**config.mk**
```make
export PLATFORM = sky130hd
export DESIGN_NAME = hazard_control_unit_flat
export DESIGN_NICKNAME = d
export VERILOG_FILES = /design/src/rtl/hazard_control_unit_if.sv /design/src/rtl/hazard_control_unit.sv /design/src/flat_wrapper.sv
export SDC_FILE = /design/constraint.sdc
export NUM_CORES = 1
export LEC_CHECK = 0
export ABC_AREA = 1
export CAP_MARGIN = 20
export CORE_MARGIN = 2
export CORE_UTILIZATION = 40
export CTS_BUF_LIST = sky130_fd_sc_hd__clkbuf_8
export CTS_CLUSTER_SIZE = 28
export DETAILED_ROUTE_END_ITERATION = 10
export PLACE_DENSITY = 0.87
export SETUP_SLACK_MARGIN = 0.2
export SLEW_MARGIN = 20
export SYNTH_ARGS = -nofsm -noshare
export SYNTH_HDL_FRONTEND = slang
export SYNTH_SLANG_ARGS = --single-unit
```
**constraint.sdc**
```tcl
create_clock -name i_clock -period 2.2 [get_ports i_clock]
set_input_delay 0.22 -clock i_clock [delete_from_list [all_inputs] [get_ports i_clock]]
set_output_delay 0.22 -clock i_clock [all_outputs]
set_load 0.1 [all_outputs]
```
**src/rtl/hazard_control_unit_if.sv**
```systemverilog
// rtl/hazard_control_unit_if.sv - ID/EX/MEM hazard inputs and stall/flush controls of the hazard sequencer
// Optional statistics ports appear when HAZARD_STATS_EN is defined.
interface hazard_control_unit_if #(
  parameter int NB_REG_ADDR = 5
`ifdef HAZARD_STATS_EN
  , parameter int NB_STAT = 32
`endif
);

  logic                   i_valid;
  logic [NB_REG_ADDR-1:0] i_rs_id;
  logic [NB_REG_ADDR-1:0] i_rt_id;
  logic                   i_uses_rs;
  logic                   i_uses_rt;
  logic                   i_jump_rs;
  logic                   i_branch_taken;
  logic                   i_jump_taken;
  logic                   i_load_ex;
  logic                   i_we_ex;
  logic [NB_REG_ADDR-1:0] i_rd_ex;
  logic                   i_load_mem;
  logic [NB_REG_ADDR-1:0] i_rd_mem;

  logic                   o_stall_pc;
  logic                   o_stall_ifid;
  logic                   o_bubble_idex;
  logic                   o_flush_ifid;
  logic                   o_busy;
`ifdef HAZARD_STATS_EN
  logic [NB_STAT-1:0]     o_stall_cycles;
  logic [NB_STAT-1:0]     o_flush_count;
`endif

  modport master (
    output i_valid, i_rs_id, i_rt_id, i_uses_rs, i_uses_rt, i_jump_rs,
           i_branch_taken, i_jump_taken, i_load_ex, i_we_ex, i_rd_ex,
           i_load_mem, i_rd_mem,
    input  o_stall_pc, o_stall_ifid, o_bubble_idex, o_flush_ifid, o_busy
`ifdef HAZARD_STATS_EN
    , input o_stall_cycles, o_flush_count
`endif
  );

  modport slave (
    input  i_valid, i_rs_id, i_rt_id, i_uses_rs, i_uses_rt, i_jump_rs,
           i_branch_taken, i_jump_taken, i_load_ex, i_we_ex, i_rd_ex,
           i_load_mem, i_rd_mem,
    output o_stall_pc, o_stall_ifid, o_bubble_idex, o_flush_ifid, o_busy
`ifdef HAZARD_STATS_EN
    , output o_stall_cycles, o_flush_count
`endif
  );

endinterface

```
**src/rtl/hazard_control_unit.sv**
```systemverilog
// rtl/hazard_control_unit.sv - load-use / jump-register stall sequencer and IF/ID flush control
// Optional statistics counters are built when HAZARD_STATS_EN is defined.
module hazard_control_unit #(
  parameter int NB_REG_ADDR  = 5,
  parameter int NB_STALL_CNT = 2
`ifdef HAZARD_STATS_EN
  , parameter int NB_STAT    = 32
`endif
) (
  input  logic                 i_clock,
  input  logic                 i_reset,
  hazard_control_unit_if.slave bus
);

  localparam logic [0:0] ST_RUN   = 1'b0;
  localparam logic [0:0] ST_STALL = 1'b1;

  localparam logic [NB_REG_ADDR-1:0]  REG_ZERO = '0;
  localparam logic [NB_STALL_CNT-1:0] LEN_0    = '0;
  localparam logic [NB_STALL_CNT-1:0] LEN_1    = NB_STALL_CNT'(1);
  localparam logic [NB_STALL_CNT-1:0] LEN_2    = NB_STALL_CNT'(2);

  logic [0:0]              state;
  logic [NB_STALL_CNT-1:0] cnt;
  logic [NB_STALL_CNT-1:0] stall_len;

  logic rs_hit_ex;
  logic rt_hit_ex;
  logic rs_hit_mem;
  logic load_use_ex;
  logic jr_load_ex;
  logic jr_load_mem;
  logic jr_alu_ex;
  logic active;
  logic stall;
  logic flush;

  // $0 is hard-wired, so a zero destination never produces a dependency.
  assign rs_hit_ex  = (bus.i_rs_id == bus.i_rd_ex)  && (bus.i_rd_ex  != REG_ZERO);
  assign rt_hit_ex  = (bus.i_rt_id == bus.i_rd_ex)  && (bus.i_rd_ex  != REG_ZERO);
  assign rs_hit_mem = (bus.i_rs_id == bus.i_rd_mem) && (bus.i_rd_mem != REG_ZERO);

  assign load_use_ex = bus.i_load_ex &
                       ((bus.i_uses_rs & rs_hit_ex) | (bus.i_uses_rt & rt_hit_ex));
  assign jr_load_ex  = bus.i_jump_rs & bus.i_load_ex  & rs_hit_ex;
  assign jr_load_mem = bus.i_jump_rs & bus.i_load_mem & rs_hit_mem;
  assign jr_alu_ex   = bus.i_jump_rs & bus.i_we_ex & ~bus.i_load_ex & rs_hit_ex;

  // Later assignments win, so the order below selects the longest required stall.
  always_comb begin
    stall_len = LEN_0;
    if (jr_alu_ex)   stall_len = LEN_0;
    if (load_use_ex) stall_len = LEN_1;
    if (jr_load_mem) stall_len = LEN_1;
    if (jr_load_ex)  stall_len = LEN_2;
  end

  assign active = bus.i_valid & ~i_reset;
  assign stall  = active & ((state == ST_STALL) ||
                            ((state == ST_RUN) && (stall_len != LEN_0)));
  assign flush  = active & (bus.i_branch_taken | bus.i_jump_taken) & ~stall;

  always_ff @(posedge i_clock) begin
    if (i_reset) begin
      state <= ST_RUN;
      cnt   <= LEN_0;
    end else if (bus.i_valid) begin
      if (state == ST_RUN) begin
        if (stall_len != LEN_0) begin
          cnt   <= stall_len - LEN_1;
          state <= (stall_len == LEN_1) ? ST_RUN : ST_STALL;
        end
      end else begin
        // The cycle with cnt == 1 is the final stall cycle.
        cnt <= cnt - LEN_1;
        if (cnt == LEN_1) state <= ST_RUN;
      end
    end
  end

  assign bus.o_stall_pc    = stall;
  assign bus.o_stall_ifid  = stall;
  assign bus.o_bubble_idex = stall;
  assign bus.o_flush_ifid  = flush;
  assign bus.o_busy        = active & (state == ST_STALL);

`ifdef HAZARD_STATS_EN
  localparam logic [NB_STAT-1:0] STAT_MAX = '1;
  localparam logic [NB_STAT-1:0] STAT_ONE = NB_STAT'(1);

  logic [NB_STAT-1:0] stall_cycles;
  logic [NB_STAT-1:0] flush_count;

  // stall and flush are already zero while frozen, so only valid cycles count.
  always_ff @(posedge i_clock) begin
    if (i_reset) begin
      stall_cycles <= '0;
      flush_count  <= '0;
    end else begin
      if (stall && (stall_cycles != STAT_MAX)) stall_cycles <= stall_cycles + STAT_ONE;
      if (flush && (flush_count  != STAT_MAX)) flush_count  <= flush_count  + STAT_ONE;
    end
  end

  assign bus.o_stall_cycles = stall_cycles;
  assign bus.o_flush_count  = flush_count;
`endif

endmodule
```
**src/flat_wrapper.sv**
```systemverilog
// flat-port wrapper written by rule: the top's interface ports become plain ports
module hazard_control_unit_flat 
#(
  parameter int NB_REG_ADDR  = 5,
  parameter int NB_STALL_CNT = 2

)
  (i_clock, i_reset, bus_i_valid, bus_i_rs_id, bus_i_rt_id, bus_i_uses_rs, bus_i_uses_rt, bus_i_jump_rs, bus_i_branch_taken, bus_i_jump_taken, bus_i_load_ex, bus_i_we_ex, bus_i_rd_ex, bus_i_load_mem, bus_i_rd_mem, bus_o_stall_pc, bus_o_stall_ifid, bus_o_bubble_idex, bus_o_flush_ifid, bus_o_busy);
  hazard_control_unit_if #(.NB_REG_ADDR(NB_REG_ADDR)) bus_i ();
  input  logic i_clock;
  input  logic i_reset;
  input wire logic [$bits(bus_i.i_valid)-1:0] bus_i_valid;
  input wire logic [$bits(bus_i.i_rs_id)-1:0] bus_i_rs_id;
  input wire logic [$bits(bus_i.i_rt_id)-1:0] bus_i_rt_id;
  input wire logic [$bits(bus_i.i_uses_rs)-1:0] bus_i_uses_rs;
  input wire logic [$bits(bus_i.i_uses_rt)-1:0] bus_i_uses_rt;
  input wire logic [$bits(bus_i.i_jump_rs)-1:0] bus_i_jump_rs;
  input wire logic [$bits(bus_i.i_branch_taken)-1:0] bus_i_branch_taken;
  input wire logic [$bits(bus_i.i_jump_taken)-1:0] bus_i_jump_taken;
  input wire logic [$bits(bus_i.i_load_ex)-1:0] bus_i_load_ex;
  input wire logic [$bits(bus_i.i_we_ex)-1:0] bus_i_we_ex;
  input wire logic [$bits(bus_i.i_rd_ex)-1:0] bus_i_rd_ex;
  input wire logic [$bits(bus_i.i_load_mem)-1:0] bus_i_load_mem;
  input wire logic [$bits(bus_i.i_rd_mem)-1:0] bus_i_rd_mem;
  output wire logic [$bits(bus_i.o_stall_pc)-1:0] bus_o_stall_pc;
  output wire logic [$bits(bus_i.o_stall_ifid)-1:0] bus_o_stall_ifid;
  output wire logic [$bits(bus_i.o_bubble_idex)-1:0] bus_o_bubble_idex;
  output wire logic [$bits(bus_i.o_flush_ifid)-1:0] bus_o_flush_ifid;
  output wire logic [$bits(bus_i.o_busy)-1:0] bus_o_busy;
  assign bus_i.i_valid = bus_i_valid;
  assign bus_i.i_rs_id = bus_i_rs_id;
  assign bus_i.i_rt_id = bus_i_rt_id;
  assign bus_i.i_uses_rs = bus_i_uses_rs;
  assign bus_i.i_uses_rt = bus_i_uses_rt;
  assign bus_i.i_jump_rs = bus_i_jump_rs;
  assign bus_i.i_branch_taken = bus_i_branch_taken;
  assign bus_i.i_jump_taken = bus_i_jump_taken;
  assign bus_i.i_load_ex = bus_i_load_ex;
  assign bus_i.i_we_ex = bus_i_we_ex;
  assign bus_i.i_rd_ex = bus_i_rd_ex;
  assign bus_i.i_load_mem = bus_i_load_mem;
  assign bus_i.i_rd_mem = bus_i_rd_mem;
  assign bus_o_stall_pc = bus_i.o_stall_pc;
  assign bus_o_stall_ifid = bus_i.o_stall_ifid;
  assign bus_o_bubble_idex = bus_i.o_bubble_idex;
  assign bus_o_flush_ifid = bus_i.o_flush_ifid;
  assign bus_o_busy = bus_i.o_busy;
  hazard_control_unit #(.NB_REG_ADDR(NB_REG_ADDR), .NB_STALL_CNT(NB_STALL_CNT)) u_core (.i_clock(i_clock), .i_reset(i_reset), .bus(bus_i));
endmodule
```
# [Word level (Yosys, flattened, before mapping)]
# Index checks and enable logic that the tools add are counted.
[word_totals] regBits=3 latchBits=0 ramBits=0 romBits=0 in_bits=31 out_inout_bits=5 n_memories=0
[classes] add_sub_neg=2 multipliers=0 div=0 magnitude_cmp=0 n_eq_ne=5 shifts=0 muxes=9 n_bitwise=17 n_reduce_logical=10
[ops] operator="5-bit == test" n=3
[ops] operator="1-bit AND" n=12
[ops] operator="5-bit nonzero test" n=2
[ops] operator="2-bit two-way mux" n=4
[ops] operator="1-bit two-way mux" n=5
[ops] operator="2-bit by 1-bit == test with 1-bit output, second input constant" n=2
[ops] operator="1-bit logical AND" n=4
[ops] operator="2-bit nonzero test" n=2
[ops] operator="2-bit by 1-bit subtractor with 2-bit output, second input constant" n=2
[ops] operator="1-bit NOT" n=3
[ops] operator="1-bit OR" n=2
[ops] operator="2-bit AND reduction" n=1
[ops] operator="1-bit logical OR" n=1

# [Logic depth before layout (Yosys ltp)]
[depth] ltp_word=14 mapped_depth=13 mapped_depth_nobuf=13

# [Least setup slack after synthesis]
# Ideal clock, no wire load.
[synth_path] path_type="input to output" start="input port bus_i_rd_ex[4]" end="output port bus_o_flush_ifid" arrival_time_ns=2.088 t_required_ns=1.980 setup_slack_ns=-0.108 cell_stages=9 n_path_buf=0 cell_sequence="inv_1 nand3_1 nor2_2 nor2_1 nand3_1 nand2_1 nor2_1 nand2_2 nor2_1"
[synth_via] elab_chain_len=14 elab_cells_between_ends=19 cone_classes="eq/ne: 2; mux: 3; bitwise: 8; reduce/logical: 6"
[synth_rtl] element="start: declaration" line="flat_wrapper.sv:22" text="input wire logic [$bits(bus_i.i_rd_ex)-1:0] bus_i_rd_ex;"
[synth_rtl] element="5-bit == test (tied with other cells)" line="hazard_control_unit.sv:39" text="assign rs_hit_ex = (bus.i_rs_id == bus.i_rd_ex) && (bus.i_rd_ex != REG_ZERO);"
[synth_rtl] element="1-bit logical AND (on tied branches)" line="hazard_control_unit.sv:39, hazard_control_unit.sv:40"
[synth_rtl] element="1-bit AND" line="hazard_control_unit.sv:44" text="((bus.i_uses_rs & rs_hit_ex) | (bus.i_uses_rt & rt_hit_ex));"
[synth_rtl] element="1-bit OR" line="hazard_control_unit.sv:44"
[synth_rtl] element="1-bit AND" line="hazard_control_unit.sv:43" text="assign load_use_ex = bus.i_load_ex &"
[synth_rtl] element="1-bit two-way mux" line="hazard_control_unit.sv:53" text="if (load_use_ex) stall_len = LEN_1;"
[synth_rtl] element="2-bit two-way mux" line="hazard_control_unit.sv:54" text="if (jr_load_mem) stall_len = LEN_1;"
[synth_rtl] element="2-bit two-way mux *" line="hazard_control_unit.sv:55" text="if (jr_load_ex) stall_len = LEN_2;"
[synth_rtl] element="2-bit nonzero test *" line="hazard_control_unit.sv:60" text="((state == ST_RUN) && (stall_len != LEN_0)));"
[synth_rtl] element="1-bit logical AND *" line="hazard_control_unit.sv:60"
[synth_rtl] element="1-bit logical OR *" line="hazard_control_unit.sv:59" text="assign stall = active & ((state == ST_STALL) ||"
[synth_rtl] element="1-bit AND *" line="hazard_control_unit.sv:59"
[synth_rtl] element="1-bit NOT *" line="hazard_control_unit.sv:61" text="assign flush = active & (bus.i_branch_taken | bus.i_jump_taken) & ~stall;"
[synth_rtl] element="1-bit AND *" line="hazard_control_unit.sv:61"
[synth_rtl] element="end: declaration" line="flat_wrapper.sv:28" text="output wire logic [$bits(bus_i.o_flush_ifid)-1:0] bus_o_flush_ifid;"
# Every way passes the cells marked *; elsewhere a longest branch is shown, timed or not.

# [Worst setup path after layout]
[layout_path] start="input port bus_i_rt_id[3]" end="output port bus_o_stall_ifid"
[layout_via] elab_chain_len=12
[layout_rtl] element="start: declaration" line="flat_wrapper.sv:14" text="input wire logic [$bits(bus_i.i_rt_id)-1:0] bus_i_rt_id;"
[layout_rtl] element="5-bit == test" line="hazard_control_unit.sv:40" text="assign rt_hit_ex = (bus.i_rt_id == bus.i_rd_ex) && (bus.i_rd_ex != REG_ZERO);"
[layout_rtl] element="1-bit logical AND" line="hazard_control_unit.sv:40"
[layout_rtl] element="1-bit AND" line="hazard_control_unit.sv:44"
[layout_rtl] element="1-bit OR" line="hazard_control_unit.sv:44"
[layout_rtl] element="1-bit AND" line="hazard_control_unit.sv:43"
[layout_rtl] element="1-bit two-way mux" line="hazard_control_unit.sv:53"
[layout_rtl] element="2-bit two-way mux" line="hazard_control_unit.sv:54"
[layout_rtl] element="2-bit two-way mux" line="hazard_control_unit.sv:55"
[layout_rtl] element="2-bit nonzero test" line="hazard_control_unit.sv:60"
[layout_rtl] element="1-bit logical AND" line="hazard_control_unit.sv:60"
[layout_rtl] element="1-bit logical OR" line="hazard_control_unit.sv:59"
[layout_rtl] element="1-bit AND" line="hazard_control_unit.sv:59"
[layout_rtl] element="end: declaration" line="flat_wrapper.sv:26" text="output wire logic [$bits(bus_i.o_stall_ifid)-1:0] bus_o_stall_ifid;"
# Every way passes these cells.

==> impl_metrics.prom <==
# TYPE chip_impl_metric gauge
chip_impl_info{name="run_status",value="completed"} 1
chip_impl_metric{name="syn-cell-area",unit="sq um"} 561.8
chip_impl_metric{name="dr.pass1.iters",unit=""} 4
chip_impl_metric{name="clkTransAtPathRegs",unit="ns"} 0.03
chip_impl_metric{name="finalHoldViolations",unit=""} 0
chip_impl_metric{name="setup-violations-final",unit=""} 0
chip_impl_metric{name="avgRoutedWirePerCell",unit="um"} 12.09
chip_impl_metric{name="switching_share",unit="%"} 31.34
chip_impl_metric{name="synth_simple_gate_area_share",unit="%"} 55.23
chip_impl_metric{name="route.final.wire_length",unit="um"} 2055
chip_impl_info{name="setup.worst_path.end_class",value="primary output"} 1
chip_impl_metric{name="die_h",unit="um"} 41.48
chip_impl_metric{name="drtIter0Drc",unit=""} 20
chip_impl_metric{name="ir_worst_vdd",unit="mV"} 0.3163
chip_impl_metric{name="total_power",unit="uW"} 357.8
chip_impl_metric{name="fin_setup_tns",unit="ns"} 0
chip_impl_metric{name="fmax",unit="GHz"} 0.5152
chip_impl_metric{name="yosys_reg_bits",unit=""} 3
chip_impl_metric{name="synthCells",unit=""} 116
chip_impl_metric{name="report.final.slew_viol_count",unit=""} 0
chip_impl_metric{name="share_clk_of_total_power",unit="%"} 43.1
chip_impl_metric{name="gp_congestion",unit=""} 0.8240
chip_impl_metric{name="post-route-drc-count",unit=""} 0
chip_impl_metric{name="worst-path-max-fanout",unit=""} 3
chip_impl_metric{name="timing.slew.headroom",unit="%"} 79.94
chip_impl_metric{name="cts_made_buffers",unit=""} 3
chip_impl_metric{name="drv_cap",unit=""} 0
chip_impl_metric{name="floorplan.io_pins",unit=""} 36
chip_impl_metric{name="p_switching",unit="uW"} 112.1
chip_impl_metric{name="syn_avg_cell_area",unit="sq um"} 4.843
chip_impl_metric{name="pin_count_of_the_biggest_net_entering_global_routing",unit=""} 5
chip_impl_metric{name="initial_antenna_violation_count",unit=""} 0
chip_impl_metric{name="required",unit="ns"} 1.98
chip_impl_info{name="cts_root_buf",value="clkbuf_8"} 1
chip_impl_info{name="mostFrequentLayoutCell",value="nand2_1"} 1
chip_impl_info{name="classification_of_the_worst_slack_hold_path",value="reg -> reg"} 1
chip_impl_metric{name="synth-xor-area-share",unit="%"} 0
chip_impl_metric{name="antennaDiodeCount",unit=""} 0
chip_impl_metric{name="first_global_vias",unit=""} 763
chip_impl_metric{name="placement.setup.worst_slack",unit="ns"} 0.05409
chip_impl_info{name="setup.worst_path.class",value="in -> out"} 1
chip_impl_metric{name="finalInstanceArea",unit="sq um"} 1094
chip_impl_metric{name="start_util",unit="%"} 43.17
chip_impl_metric{name="via_per_inst",unit=""} 5.047
chip_impl_metric{name="num_rows",unit=""} 13
chip_impl_metric{name="grt-ovfl-total",unit=""} 0
chip_impl_metric{name="skew",unit="ns"} 0.001530
chip_impl_metric{name="worst-r2r-setup-slack",unit="ns"} 1.03
chip_impl_metric{name="worstMarginPinSlew",unit="ns"} 0.2998
chip_impl_metric{name="cts.sinks",unit=""} 3
chip_impl_metric{name="design.final.nets",unit=""} 188
chip_impl_metric{name="io_buffer_count",unit=""} 34
chip_impl_metric{name="grt_util_all_layers",unit="%"} 21.88
chip_impl_metric{name="pwr-share-seq",unit="%"} 15.8
chip_impl_metric{name="design.die.area",unit="sq um"} 1720
chip_impl_metric{name="cts.path.max_buffers",unit=""} 2
chip_impl_metric{name="power.density_cell_area",unit="nW/um^2"} 327.2
chip_impl_metric{name="placedInstanceArea",unit="sq um"} 965.9
chip_impl_metric{name="layout_cells_sized_above_1",unit="%"} 23.23
chip_impl_metric{name="synth_compound_gate_area_share",unit="%"} 10.47
chip_impl_info{name="synth_top_family_by_area",value="simple AND/OR/NAND/NOR gates"} 1
chip_impl_metric{name="ant_nets",unit=""} 0
chip_impl_metric{name="detailed_place_hpwl",unit="um"} 1400
chip_impl_metric{name="post-route-period-util",unit="%"} 88.22
chip_impl_metric{name="grt_first_pass_wirelength",unit="um"} 3070
chip_impl_metric{name="synth-adder-area-share",unit="%"} 2.227
chip_impl_metric{name="share_comb_of_total_power",unit="%"} 41.1
chip_impl_info{name="cp-start-kind",value="input pin"} 1
chip_impl_metric{name="clk-insertion-delay-late",unit="ns"} 0.21
chip_impl_metric{name="post_synth_mux_area_share",unit="%"} 0
chip_impl_metric{name="yosys_warnings",unit=""} 0
chip_impl_metric{name="fin_crit",unit="ns"} 1.941
chip_impl_metric{name="final.setup.worst_slack",unit="ns"} 0.2591
chip_impl_metric{name="core-area",unit="sq um"} 1301
chip_impl_metric{name="vias",unit=""} 858
chip_impl_metric{name="cts_hold_repair_buffers",unit=""} 0
chip_impl_info{name="grt_setup_unrepaired",value="false"} 1
chip_impl_metric{name="arrival",unit="ns"} 1.72
chip_impl_metric{name="ctsHtreeMaxLevel",unit=""} 1
chip_impl_info{name="final_cell_mix",value="nand2_1, inv_1, clkdlybuf4s50_1"} 1
chip_impl_metric{name="die_width",unit="um"} 41.48
chip_impl_metric{name="flow.area_growth_from_synthesis",unit="%"} 94.65
chip_impl_info{name="tritoncts",value="yes"} 1
chip_impl_metric{name="ys_types",unit=""} 16
chip_impl_metric{name="syn-num-nets",unit=""} 148
chip_impl_metric{name="power.internal",unit="uW"} 245.6
chip_impl_metric{name="leakage",unit="uW"} 0.0006254
chip_impl_metric{name="sequential_element_share_of_the_synthesized_area",unit="%"} 10.69
[cell type report]
cell class                      instances  area [sq um]
Multi-Input combinational cell         83         435.4
Timing Repair Buffer                   37         425.4
Fill cell                              82         207.7
Inverter                               28         108.9
Sequential cell                         3         60.06
Clock buffer                            3         41.29
Tap cell                               15         18.77
Clock inverter                          1         3.754
[registers in the layout, summed over array words and instances (netlist names)]
| register | flops |
|---|---|
| u_core.cnt | 2 |
| u_core.state | 1 |
[power groups by stage]
stage | clock network (uW) | logic [uW] | registers, uW
2_1_floorplan | 0 | 63.5 | 56.8
3_3_place_gp | 0 | 135 | 57.0
3_5_place_dp | 0 | 139 | 57.0
4_1_cts | 157 | 139 | 56.3
5_1_grt | 162 | 160 | 56.3
6_report | 154 | 147 | 56.4
[critical path, stage by stage]
cell and delay (ns):
clkdlybuf4s50_1 0.48, inv_1 0.05, nand2_1 0.05, nand3_1 0.07
nor2_1 0.18, nand3_2 0.14, nand3_4 0.13, o21bai_4 0.07
clkinvlp_4 0.14, buf_12 0.19
[worst paths after layout]
check,cells past startpoint,endpoint,start
worst max-delay path,10,bus_o_stall_ifid,bus_i_rt_id[3]
worst min-delay path,2,u_core.cnt[1]$_SDFFE_PP0P_,u_core.cnt[1]$_SDFFE_PP0P_
worst max register to register,8,u_core.cnt[0]$_SDFFE_PP0P_,u_core.state$_SDFFE_PP0P_
worst min register to register,2,u_core.cnt[1]$_SDFFE_PP0P_,u_core.cnt[1]$_SDFFE_PP0P_
[cell usage after synthesis]
cell       n  area (sq um)
a21boi_2   1         11.26
and3_1     1         6.260
buf_4      2         15.01
dfxtp_1    3         60.06
ha_1       1         12.51
inv_1     24         90.09
inv_2      4         15.01
nand2_1   39         146.4
nand2_2    2         12.51
nand3_1   12         60.06
nand3_2    2         20.02
nor2_1    14         52.55
nor2_2     2         12.51
o21ai_0    7         35.03
o21ai_1    1         5.000
o21bai_1   1         7.510
[metrics by stage]
step	hold slack (ns)	utilization, %	instances
2_1_floorplan	0.3691	-	116
6_report	0.4822	84.04	170
5_1_grt	0.5116	84.04	170
3_3_place_gp	0.4578	74.23	163
3_5_place_dp	0.4705	74.23	163
4_1_cts	0.4791	79.04	168
[layer usage]
| layer | track usage, % | share of wire, % |
|---|---|---|
| met3 | 3.043 | 6.4 |
| met1 | 26.05 | 40 |
| met4 | 6.452 | 0 |
| met2 | 40.00 | 53 |
| met5 | 0 | 0 |
[kinds of logic after synthesis]
kind of cell	count (synthesis)
AOI/OAI and AO/OA	10
adders and majority gates	1
buffers and inverters	30
DFF	3
and+or+nand+nor	72
[what timing repair did]
| item | CTS | global route |
|---|---|---|
| setup buffers | 1 | 2 |
| setup endpoints to repair | 3 | 4 |
| pin swaps | 3 | 8 |
| gates resized for setup | 13 | 17 |
| endpoints found under the hold margin | 0 | 0 |
Note: power is estimated with default switching activity, not from simulation.
